$ cat src/rtl/imgmem_fill_ctrl.sv
// Image-RAM port A arbiter and rectangle-fill sequencer (processor has strict priority).
// Optional abort input is enabled by defining IMGFILL_ABORT_EN.
//
// state | meaning
// ------+----------------------------------------------------------
// IDLE  | waiting for a fill command, cmd_ready high
// SETUP | clip captured rectangle to the frame, load row base
// FILL  | one pixel per non-stalled cycle, row-major
// DONE  | one-cycle completion pulse
module imgmem_fill_ctrl #(
  parameter int H_RES  = 640,
  parameter int V_RES  = 480,
  parameter int ADDR_W = 19,
  parameter int DATA_W = 8
) (
  input  logic              clock,
  input  logic              reset_n,
`ifdef IMGFILL_ABORT_EN
  input  logic              abort,
`endif
  input  logic              cmd_valid,
  output logic              cmd_ready,
  input  logic [9:0]        cmd_x,
  input  logic [8:0]        cmd_y,
  input  logic [9:0]        cmd_w,
  input  logic [8:0]        cmd_h,
  input  logic [DATA_W-1:0] cmd_color,
  input  logic              proc_req,
  input  logic [ADDR_W-1:0] proc_addr,
  input  logic [DATA_W-1:0] proc_data,
  input  logic              proc_wren,
  output logic [ADDR_W-1:0] mem_addr,
  output logic [DATA_W-1:0] mem_data,
  output logic              mem_wren,
  output logic              busy,
  output logic              done
);

  localparam logic [1:0] ST_IDLE  = 2'd0;
  localparam logic [1:0] ST_SETUP = 2'd1;
  localparam logic [1:0] ST_FILL  = 2'd2;
  localparam logic [1:0] ST_DONE  = 2'd3;

  localparam int         BW     = ADDR_W + 1;
  localparam logic [10:0] LP_H  = 11'(H_RES);
  localparam logic [9:0]  LP_V  = 10'(V_RES);

  logic [1:0]        r_state;
  logic [9:0]        r_x;
  logic [8:0]        r_y;
  logic [9:0]        r_w;
  logic [8:0]        r_h;
  logic [DATA_W-1:0] r_color;
  logic [9:0]        r_w_eff;
  logic [8:0]        r_h_eff;
  logic [9:0]        r_col;
  logic [8:0]        r_row;
  logic [ADDR_W-1:0] r_row_base;

  logic              w_accept;
  logic              w_stall;
  logic              w_abort;
  logic              w_empty;
  logic [10:0]       w_x_room;
  logic [9:0]        w_y_room;
  logic [9:0]        w_w_eff;
  logic [8:0]        w_h_eff;
  logic [ADDR_W-1:0] w_cur_addr;
  logic              w_col_last;
  logic              w_row_last;

  assign busy      = (r_state == ST_SETUP) || (r_state == ST_FILL);
  assign done      = (r_state == ST_DONE);
  assign cmd_ready = reset_n && (r_state == ST_IDLE);
  assign w_accept  = cmd_valid && cmd_ready;
  assign w_stall   = proc_req;

`ifdef IMGFILL_ABORT_EN
  assign w_abort = abort && busy;
`else
  assign w_abort = 1'b0;
`endif

  // Clipping works on the captured command; room values only matter when not empty.
  assign w_empty  = ({1'b0, r_x} >= LP_H) || ({1'b0, r_y} >= LP_V) ||
                    (r_w == 10'd0) || (r_h == 9'd0);
  assign w_x_room = LP_H - {1'b0, r_x};
  assign w_y_room = LP_V - {1'b0, r_y};
  assign w_w_eff  = ({1'b0, r_w} < w_x_room) ? r_w : w_x_room[9:0];
  assign w_h_eff  = ({1'b0, r_h} < w_y_room) ? r_h : w_y_room[8:0];

  assign w_cur_addr = r_row_base + ADDR_W'(r_col);
  assign w_col_last = (r_col == r_w_eff - 10'd1);
  assign w_row_last = (r_row == r_h_eff - 9'd1);

  always_ff @(posedge clock or negedge reset_n) begin
    if (!reset_n) begin
      r_state    <= ST_IDLE;
      r_x        <= '0;
      r_y        <= '0;
      r_w        <= '0;
      r_h        <= '0;
      r_color    <= '0;
      r_w_eff    <= '0;
      r_h_eff    <= '0;
      r_col      <= '0;
      r_row      <= '0;
      r_row_base <= '0;
    end else begin
      case (r_state)
        ST_IDLE: begin
          if (w_accept) begin
            r_x     <= cmd_x;
            r_y     <= cmd_y;
            r_w     <= cmd_w;
            r_h     <= cmd_h;
            r_color <= cmd_color;
            r_state <= ST_SETUP;
          end
        end
        ST_SETUP: begin
          if (w_abort) begin
            r_state <= ST_IDLE;
          end else if (!w_stall) begin
            if (w_empty) begin
              r_state <= ST_DONE;
            end else begin
              r_w_eff    <= w_w_eff;
              r_h_eff    <= w_h_eff;
              r_col      <= '0;
              r_row      <= '0;
              // Product is formed one bit wider than the address bus; in-frame values fit.
              r_row_base <= ADDR_W'(BW'(r_y) * BW'(H_RES) + BW'(r_x));
              r_state    <= ST_FILL;
            end
          end
        end
        ST_FILL: begin
          if (w_abort) begin
            r_state <= ST_IDLE;
          end else if (!w_stall) begin
            if (w_col_last && w_row_last) begin
              r_state <= ST_DONE;
            end else if (w_col_last) begin
              r_col      <= '0;
              r_row      <= r_row + 9'd1;
              r_row_base <= r_row_base + ADDR_W'(H_RES);
            end else begin
              r_col <= r_col + 10'd1;
            end
          end
        end
        ST_DONE: r_state <= ST_IDLE;
        default: r_state <= ST_IDLE;
      endcase
    end
  end

  // Port A mux: reset forces quiet outputs, then processor, then the fill engine.
  always_comb begin
    mem_addr = '0;
    mem_data = '0;
    mem_wren = 1'b0;
    if (!reset_n) begin
      mem_addr = '0;
      mem_data = '0;
      mem_wren = 1'b0;
    end else if (proc_req) begin
      mem_addr = proc_addr;
      mem_data = proc_data;
      mem_wren = proc_wren;
    end else if (r_state == ST_FILL) begin
      mem_addr = w_cur_addr;
      mem_data = r_color;
      mem_wren = 1'b1;
    end else begin
      mem_addr = proc_addr;
      mem_data = proc_data;
      mem_wren = 1'b0;
    end
  end

endmodule

$ cat config.mk
export PLATFORM = sky130hd
export DESIGN_NAME = imgmem_fill_ctrl
export DESIGN_NICKNAME = d
export VERILOG_FILES = /design/src/rtl/imgmem_fill_ctrl.sv
export SDC_FILE = /design/constraint.sdc
export NUM_CORES = 1
export LEC_CHECK = 0
export BUFFER_PORTS_ARGS = -buffer_cell sky130_fd_sc_hd__buf_2
export CAP_MARGIN = 30
export CORE_MARGIN = 1
export CORE_UTILIZATION = 47
export CTS_CLUSTER_SIZE = 25
export DETAILED_ROUTE_END_ITERATION = 8
export GPL_TIMING_DRIVEN = 0
export PLACE_DENSITY = 0.67
export SYNTH_ARGS = -nofsm -noshare
export SYNTH_HDL_FRONTEND = slang
export SYNTH_SLANG_ARGS = --single-unit
$ cat constraint.sdc
create_clock -name clock -period 2.49 [get_ports clock]
set_input_delay 0.1245 -clock clock [delete_from_list [all_inputs] [get_ports clock]]
set_output_delay 0.1245 -clock clock [all_outputs]
set_load 0.05 [all_outputs]
==> results of run 1 <==
[worst reg2reg max path, delay by kind of cell (launching register included)]
kind / cells / cell delay [ns]
AO/OA/AOI/OAI: 3 / 0.40
XOR/XNOR: 1 / 0.17
adder cells (fa/ha/maj): 1 / 0.30
buffers and inverters: 2 / 0.29
flip-flops: 1 / 0.45
multiplexers: 2 / 0.42
AND/OR/NAND/NOR: 3 / 0.67
[cell families after synthesis]
logic type,Yosys count
multiplexers,82
XOR/XNOR,61
buffers and inverters,85
flip-flops,105
AO/OA/AOI/OAI,213
AND/OR/NAND/NOR,258
adder cells (fa/ha/maj),59
[sequential cells by signal, indices dropped and copies added, names as in the netlist]
register and flops:
r_h_eff 9, r_row_base 19, r_col 10, r_y 9, r_color 8, r_h 9
r_state 2, r_w_eff 10, r_row 9, r_x 10, r_w 10
[synthesized netlist by cell type (all sizes together), types with 3 or more instances]
cell type	count
or3	5
nor3b	3
nand3	24
nor3	19
and3	13
nand4	10
a211oi	10
nor2	50
o31ai	6
clkbuf	26
o21a	6
nand2b	4
a21o	10
nor2b	6
nor4	9
o211ai	3
a21boi	3
dfrtp	105
inv	50
or4	3
a22o	6
nand3b	3
mux2i	20
or2	6
xnor2	32
a21oi	68
nand2	94
xor2	28
buf	9
o21ai	65
fa	3
o22ai	5
a2bb2oi	3
o2111ai	8
mux2	62
ha	56
[stage by stage]
step | power [mW] | util | instance area [um^2]
after floorplan | 9.367 | - | 8036
after global placement | 11.12 | 0.5506 | 8842
after detailed placement | 11.26 | 0.5528 | 8876
after CTS | 15.00 | 0.6664 | 10700
after global routing | 17.41 | 0.7052 | 11320
final | 16.25 | 0.7052 | 11320
[final cells by class]
type                       count  area (um^2)  share of cell area
inverter                      50        192.7             0.01702
tap                          216        270.3             0.02387
multi-input combinational    673         5936              0.5242
clock inverter                 6        47.55            0.004199
sequential                   105         2651              0.2341
timing repair buffer         229         1785              0.1577
buffer                        32        201.4             0.01779
clock buffer                  10        239.0             0.02110
[power by group through the flow]
stage                     Sequential [mW]  Clock, mW  Combinational (mW)
after floorplan                      3.15          0                6.22
after global placement               3.47          0                7.65
after detailed placement             3.49          0                7.77
after CTS                            3.39       1.45                10.2
after global routing                 3.61       1.51                12.3
final                                3.51       1.41                11.3
[repair_timing]
action                                 CTS  global route
setup endpoints to repair              104           106
cloned                                   4             2
endpoints found under the hold margin  148            12
gates resized for setup                180           127
buffers inserted                        56            17
pin swaps                               76            50
[per-layer routing]
metal | up-vias | part of all wire | global-route usage | wire length, um
met5 | - | 0 | 0 | 0
met2 | 217 | 0.48 | 0.4613 | 11100
met3 | 35 | 0.051 | 0.04383 | 1159
li1 | 3584 | - | - | -
met4 | 0 | 0.020 | 0.08722 | 451
met1 | 3544 | 0.45 | 0.3483 | 10210
[cells in the final DEF (no fill, tap or decap), types with 8 or more instances in the layout]
| cell | count |
|---|---|
| a21o_1 | 9 |
| nand2_2 | 8 |
| mux2_2 | 49 |
| dlygate4sd3_1 | 43 |
| nand4_1 | 10 |
| ha_4 | 13 |
| xnor2_1 | 24 |
| dfrtp_2 | 19 |
| o21ai_0 | 29 |
| nor3_1 | 11 |
| inv_1 | 44 |
| dfrtp_1 | 86 |
| a21oi_4 | 11 |
| ha_1 | 39 |
| a21oi_1 | 35 |
| xor2_1 | 24 |
| and3_1 | 12 |
| buf_4 | 60 |
| clkbuf_1 | 12 |
| nand2_1 | 83 |
| nor2_1 | 41 |
| clkbuf_16 | 10 |
| nand3_1 | 20 |
| buf_6 | 34 |
| a21oi_2 | 22 |
| mux2i_1 | 14 |
| buf_2 | 92 |
| mux2_4 | 13 |
| o21ai_2 | 11 |
| xnor2_2 | 8 |
| o21ai_1 | 21 |
[path summary, 6_finish.rpt]
path | from | to | slack [ns] | cells after the start
max | r_row_base[0] | mem_addr[10] | -0.55 | 15
min | reset_n | r_color[0] | -0.41 | 1
max reg2reg | r_x[2] | r_w_eff[2] | -0.32 | 12
min reg2reg | r_color[5] | r_color[5] | 0.51 | 1
max in group asynchronous | reset_n | r_h_eff[2] | 2.15 | 2
min in group clock | cmd_color[2] | r_color[2] | 0.01 | 2
==> metrics, run 1 <==
post-route insts no fill 1321; Inserted Clock Buffers 9; Area Overhead vs Synth 44.66%; DIE AREA 17170 um^2; ys flop type dfrtp_1; share of cells above drive strength 1 0.4308; Distinct cells, synth 74; Die X 131.1 um; final hold slack -0.4072 ns; startpoint types flop; critical path arrival 2.92 ns; Hold Vio Cnt, Final 105; Synth top area share 0.3357; gr usage total 0.2697; worst slew pin tran 0.8207 ns; compound-cell area share of the yosys netlist 0.1750; synth warn 0; top cells by area, synth dfrtp_1 34%, ha_1 9.0%, mux2_2 8.8%; Post-Synthesis Cells 863; largest net degree at the start of global routing 95; Avg Inst Size Synth 9.070 um^2; Routability Congestion 0.8851; WL/cell 17.35 um; Synth Area in Adders 0.09719; XOR/XNOR Fraction of Synth Area 0.07017; sw power 7.553 mW; first-pass detailed-route iteration total 7; core area 16060 um^2; vias in the first global route 7172; WL final 22.92 mm; final-report setup violation count 55; Post-Synth Simple-Gate Area 0.1627; DRT iter0 DRCs 385; failing checks hold timing, setup timing; placed cell count 1187; CP required 2.37 ns; Nets 1237; Flop pwr share 0.216; Root Buffer clkbuf_16; Comb power frac 0.697; fillers 1206; initial antenna violation count 0; detailed-route via count 7380; clock share of power 0.087; CTS tree yes; RSZ-0062 raised after global routing true; clk buf depth 2; Final Cycle Share 1.221; Slew Viols, Final 0; status complete, but fails checks; f_max 328.8 MHz; H-tree levels 3; Ports 109; Critical Path Max Stage Delay 0.42 ns; worst-path cell chain ha_4 > inv_2 > fa_2 > nor2b_4 > o21ai_2 > a21oi_2 > o21ai_2 > a211oi_2 > buf_4 > buf_4 > buf_6 > o21ai_1 > nand3_4 > a21oi_4 > buf_6; via/cell ratio 5.587; PortBufs 107; Worst Slack Setup Final -0.5513 ns; antenna-violating nets left 0; Relative slew margins 0.4528; worst skew pair latency 0.36 ns; first-pass GRT wire length 35.51 mm; switching share of power 0.4649; dpl hpwl 15.23 mm; worst path buffer plus inverter count 5; P_leak 4.971 nW; # rows 46; Worst setup EP type output pin; post-synthesis mux area share 0.1148; internal power 8.693 mW; # hold bufs at CTS 43; post-place setup slack -0.6769 ns; crit path max fanout 5; CTS clock-pin slew for the worst setup and hold paths 0.07 ns; largest family of logic cells by synthesized area compound AO/OA/AOI/OAI gates; clock period minus worst slack 3.041 ns; sequential element share of the synthesized area 0.3357; Starting Density 0.4875; Worst Clk Skew 0.007437 ns; DRC viols 0; delay-heaviest family, CP compound AO/OA/AOI/OAI gates; PD cells 1435 nW/um^2; syn nets 1000; Hold/Removal Path Class input port to async pin; CP Class flop to output pin; FF+latch count, synth 105; Post-Syn Area 7828 um^2; EDFF count, synth 0; die height 131.1 um; slowest cell on the critical path dfrtp_1; post-synth top area cell dfrtp_1; clock sink count 105; max cap viols 0; async set-reset flop share out of synthesis 1.000; GRT overflow 0; Final TNS setup -10.65 ns; Peak VDD IR 1.034 mV; antenna cell count 0
Note: power is estimated with default switching activity, not from simulation.
==> run 2: changes to the inputs <==
Settings changed: ABC_AREA set to 1, PLACE_DENSITY 0.67 to 0.64.
Clock period 2.49 ns to 3.9 ns, I/O delays scaled along.
==> run 2 against run 1 <==
  * The flow finishes with violations (DRC)
  * Wire length is 8.9% lower
  * Sequential cell count stayed put
  * Setup slack better by 1.0 ns
  * Register-to-register slack better by 1.3 ns
  * First-iteration DRC count is 38% higher
  * Via count is 4.9% higher
  * Worst hold slack better by 0.47 ns
  * Non-clock buffer count is 112 lower
  * Clock power is 36% lower
  * Sequential power is 43% lower
  * Critical path type unchanged
==> metrics, run 2 <==
vias in the first global route 6954 (was 7172); post-place setup slack 0.8319 ns (was -0.6769 ns); antenna-violating nets left 0 (unchanged); most frequent cells in the layout 309 x nand2_1, 132 x nor2_1, 131 x inv_1 (was 92 x buf_2, 86 x dfrtp_1, 83 x nand2_1); first-pass detailed-route iteration total 7 (unchanged); worst hold stages 2; Worst setup EP type output pin (unchanged); Min-Delay Startpoint cmd_x[9]; Hold/Removal Path Class input port to flop (was input port to async pin); GRT overflow 0 (unchanged); most frequent cell after synthesis nand2_1 (was dfrtp_1); die height 134.5 um (was 131.1 um); Distinct cells, synth 43 (was 74); synth warn 0 (unchanged); Relative slew margins 0.4437 (was 0.4528); Final Cycle Share 0.8778; slowest cell on the critical path dfrtp_1 (unchanged); final-report setup violation count 0 (was 55); CTS tree yes (unchanged); Post-synth top cells 309 x nand2_1, 132 x nor2_1, 131 x inv_1, 105 x dfrtp_1, 99 x nand3_1 (was 105 x dfrtp_1, 94 x nand2_1, 62 x a21oi_1, 61 x mux2_2, 56 x ha_1); Peak VDD IR 0.4662 mV (was 1.034 mV); leading cell type in the layout, fill and taps excluded nand2_1 (was buf_2); top cells by area, synth dfrtp_1 32%, nand2_1 14%, ha_1 8.5% (was dfrtp_1 34%, ha_1 9.0%, mux2_2 8.8%); Worst Clk Skew 0.008273 ns (was 0.007437 ns); grt met3 use 0.02515 (was 0.04383); WL final 20.89 mm (was 22.92 mm); clock period minus worst slack 3.424 ns; RSZ-0062 raised after global routing false (was true); Inserted Clock Buffers 9 (unchanged); CP Class flop to output pin (unchanged); crit path max fanout 6 (was 5); startpoint types flop (unchanged); Ports 109 (unchanged); CTS clock-pin slew for the worst setup and hold paths 0.08 ns (was 0.07 ns); PD cells 873.8 nW/um^2 (was 1435 nW/um^2); placed cell count 1513 (was 1187); Root Buffer clkbuf_16 (unchanged); hold endpoint r_x[9]; Post-Synthesis Cells 1179 (was 863); largest net degree at the start of global routing 57 (was 95); Critical Path Max Stage Delay 0.46 ns (was 0.42 ns); Routability Congestion 0.8708 (was 0.8851); detailed-route via count 7738 (was 7380); R2R Setup Slk 0.94 ns (was -0.32 ns); share of cells above drive strength 1 0.1326 (was 0.4308); Largest register FFs 19 (unchanged); Post-CTS Setup Repair Bufs 0 (was 56); status complete, but fails checks (unchanged); critical path arrival 3.23 ns (was 2.92 ns); # rows 48 (was 46); async set-reset flop share out of synthesis 1.000 (unchanged); dpl hpwl 16.55 mm (was 15.23 mm); P_leak 4.912 nW (was 4.971 nW); DRT iter0 DRCs 532 (was 385); ys flop type dfrtp_1 (unchanged); Slew Viols, Final 0 (unchanged); DIE AREA 18080 um^2 (was 17170 um^2); Final TNS setup 0 ns (was -10.65 ns); CP required 3.70 ns (was 2.37 ns); Area Overhead vs Synth 13.92% (was 44.66%); failing checks DRC (was hold timing, setup timing); worst slew pin tran 0.8345 ns (was 0.8207 ns); final core utilization 0.5452 (was 0.7052); initial antenna violation count 0 (unchanged); Hold Vio Cnt, Final 0 (was 105); Synth top area share 0.3185 (was 0.3357); Starting Density 0.4786 (was 0.4875); clk buf depth 2 (unchanged); syn nets 1316 (was 1000); gr usage total 0.2401 (was 0.2697); met2 usage 0.3906 (was 0.4613); antenna cell count 0 (unchanged); PortBufs 108 (was 107); FF-to-FF End r_w_eff[1] (was r_w_eff[2]); Post-Syn Area 8249 um^2 (was 7828 um^2); Die X 134.5 um (was 131.1 um); H-tree levels 3 (unchanged); GRT met1 Usage 0.3411 (was 0.3483); clock sink count 105 (unchanged); R2R cell count 15 (was 12); via/cell ratio 5.058 (was 5.587); Resized cells post-CTS 0 (was 180); max cap viols 0 (unchanged); post-route insts no fill 1530 (was 1321); core area 17240 um^2 (was 16060 um^2); Avg Inst Size Synth 6.997 um^2 (was 9.070 um^2); Top reg by flops r_row_base (unchanged); Worst Slack Setup Final 0.4764 ns (was -0.5513 ns); WL/cell 13.65 um (was 17.35 um); post-synth top area cell dfrtp_1 (unchanged); GR peak layer met2 (unchanged); Nets 1437 (was 1237); first-pass GRT wire length 34.43 mm (was 35.51 mm); worst-path cell chain ha_1 > inv_1 > fa_1 > o21ai_0 > a21oi_1 > o21ai_0 > and2_1 > nand2_1 > xor2_1 > a21oi_1 > buf_2 (was ha_4 > inv_2 > fa_2 > nor2b_4 > o21ai_2 > a21oi_2 > o21ai_2 > a211oi_2 > buf_4 > buf_4 > buf_6 > o21ai_1 > nand3_4 > a21oi_4 > buf_6); sequential element share of the synthesized area 0.3185 (was 0.3357); FF+latch count, synth 105 (unchanged); Critical R2R Launch r_x[0] (was r_x[2]); f_max 292.1 MHz; EDFF count, synth 0 (unchanged); worst skew pair latency 0.36 ns (about the same); DRC viols 1 (was 0); final hold slack 0.06079 ns (was -0.4072 ns)
-- run 2: critical path, delay by kind of cell, from the launching register on --
| family | cells | cell delay (ns) |
|---|---|---|
| flops | 1 | 0.46 |
| buf+inv | 2 | 0.33 |
| compound gates | 4 | 0.99 |
| xor+xnor | 1 | 0.17 |
| fa+ha+maj | 2 | 0.60 |
| simple gates | 2 | 0.33 |
-- run 2: worst max-delay path by stage --
stage / startpoint / end
final: r_col[0] / mem_addr[18]
after global routing: r_col[0] / mem_addr[16]
after CTS: r_col[0] / mem_addr[18]
after detailed placement: r_col[0] / mem_addr[18]
after global placement: reset_n / r_w[0]
after floorplan: r_col[0] / mem_addr[18]
-- run 2: routing by layer --
| metal | vias to the layer above | routed length [um] |
|---|---|---|
| met4 | 0 | 231 |
| met2 | 185 | 9295 |
| met1 | 3447 | 10490 |
| met3 | 13 | 868 |
| met5 | - | 0 |
| li1 | 4093 | - |
-- run 2: cell families after synthesis --
kind of cell | synth area share
muxes | 0.01502
DFF | 0.3185
and+or+nand+nor | 0.3172
xor gates and xnor gates | 0.06279
adders and majority gates | 0.09222
AOI/OAI and AO/OA | 0.1115
buffers and inverters | 0.08281
-- run 2: layout make-up --
cell class	instances	area, um^2
Buffer	39	176.4
Fill cell	1724	7839
Tap cell	225	281.5
Multi-Input combinational cell	900	4938
Clock inverter	6	47.55
Clock buffer	10	239.0
Timing Repair Buffer	110	580.6
Sequential cell	105	2628
Inverter	135	506.7
-- run 2: power breakdown --
part / leakage, nW / switching (mW) / internal (mW)
clock network: 0.140 / 0.445 / 0.458
registers: 1.27 / 0.451 / 1.54
logic: 3.50 / 3.43 / 1.89
total: 4.91 / 4.33 / 3.89
-- run 2: metrics by stage --
step	power [mW]	area [um^2]
after floorplan	6.051	8249
after global placement	7.181	9071
after detailed placement	7.281	9101
after CTS	8.219	9398
after global routing	9.118	9398
final	8.212	9398
-- run 2: repair_timing --
action                                 CTS  global route
hold buffers                             1             0
endpoints found under the hold margin   49             0
setup endpoints to repair                0             0
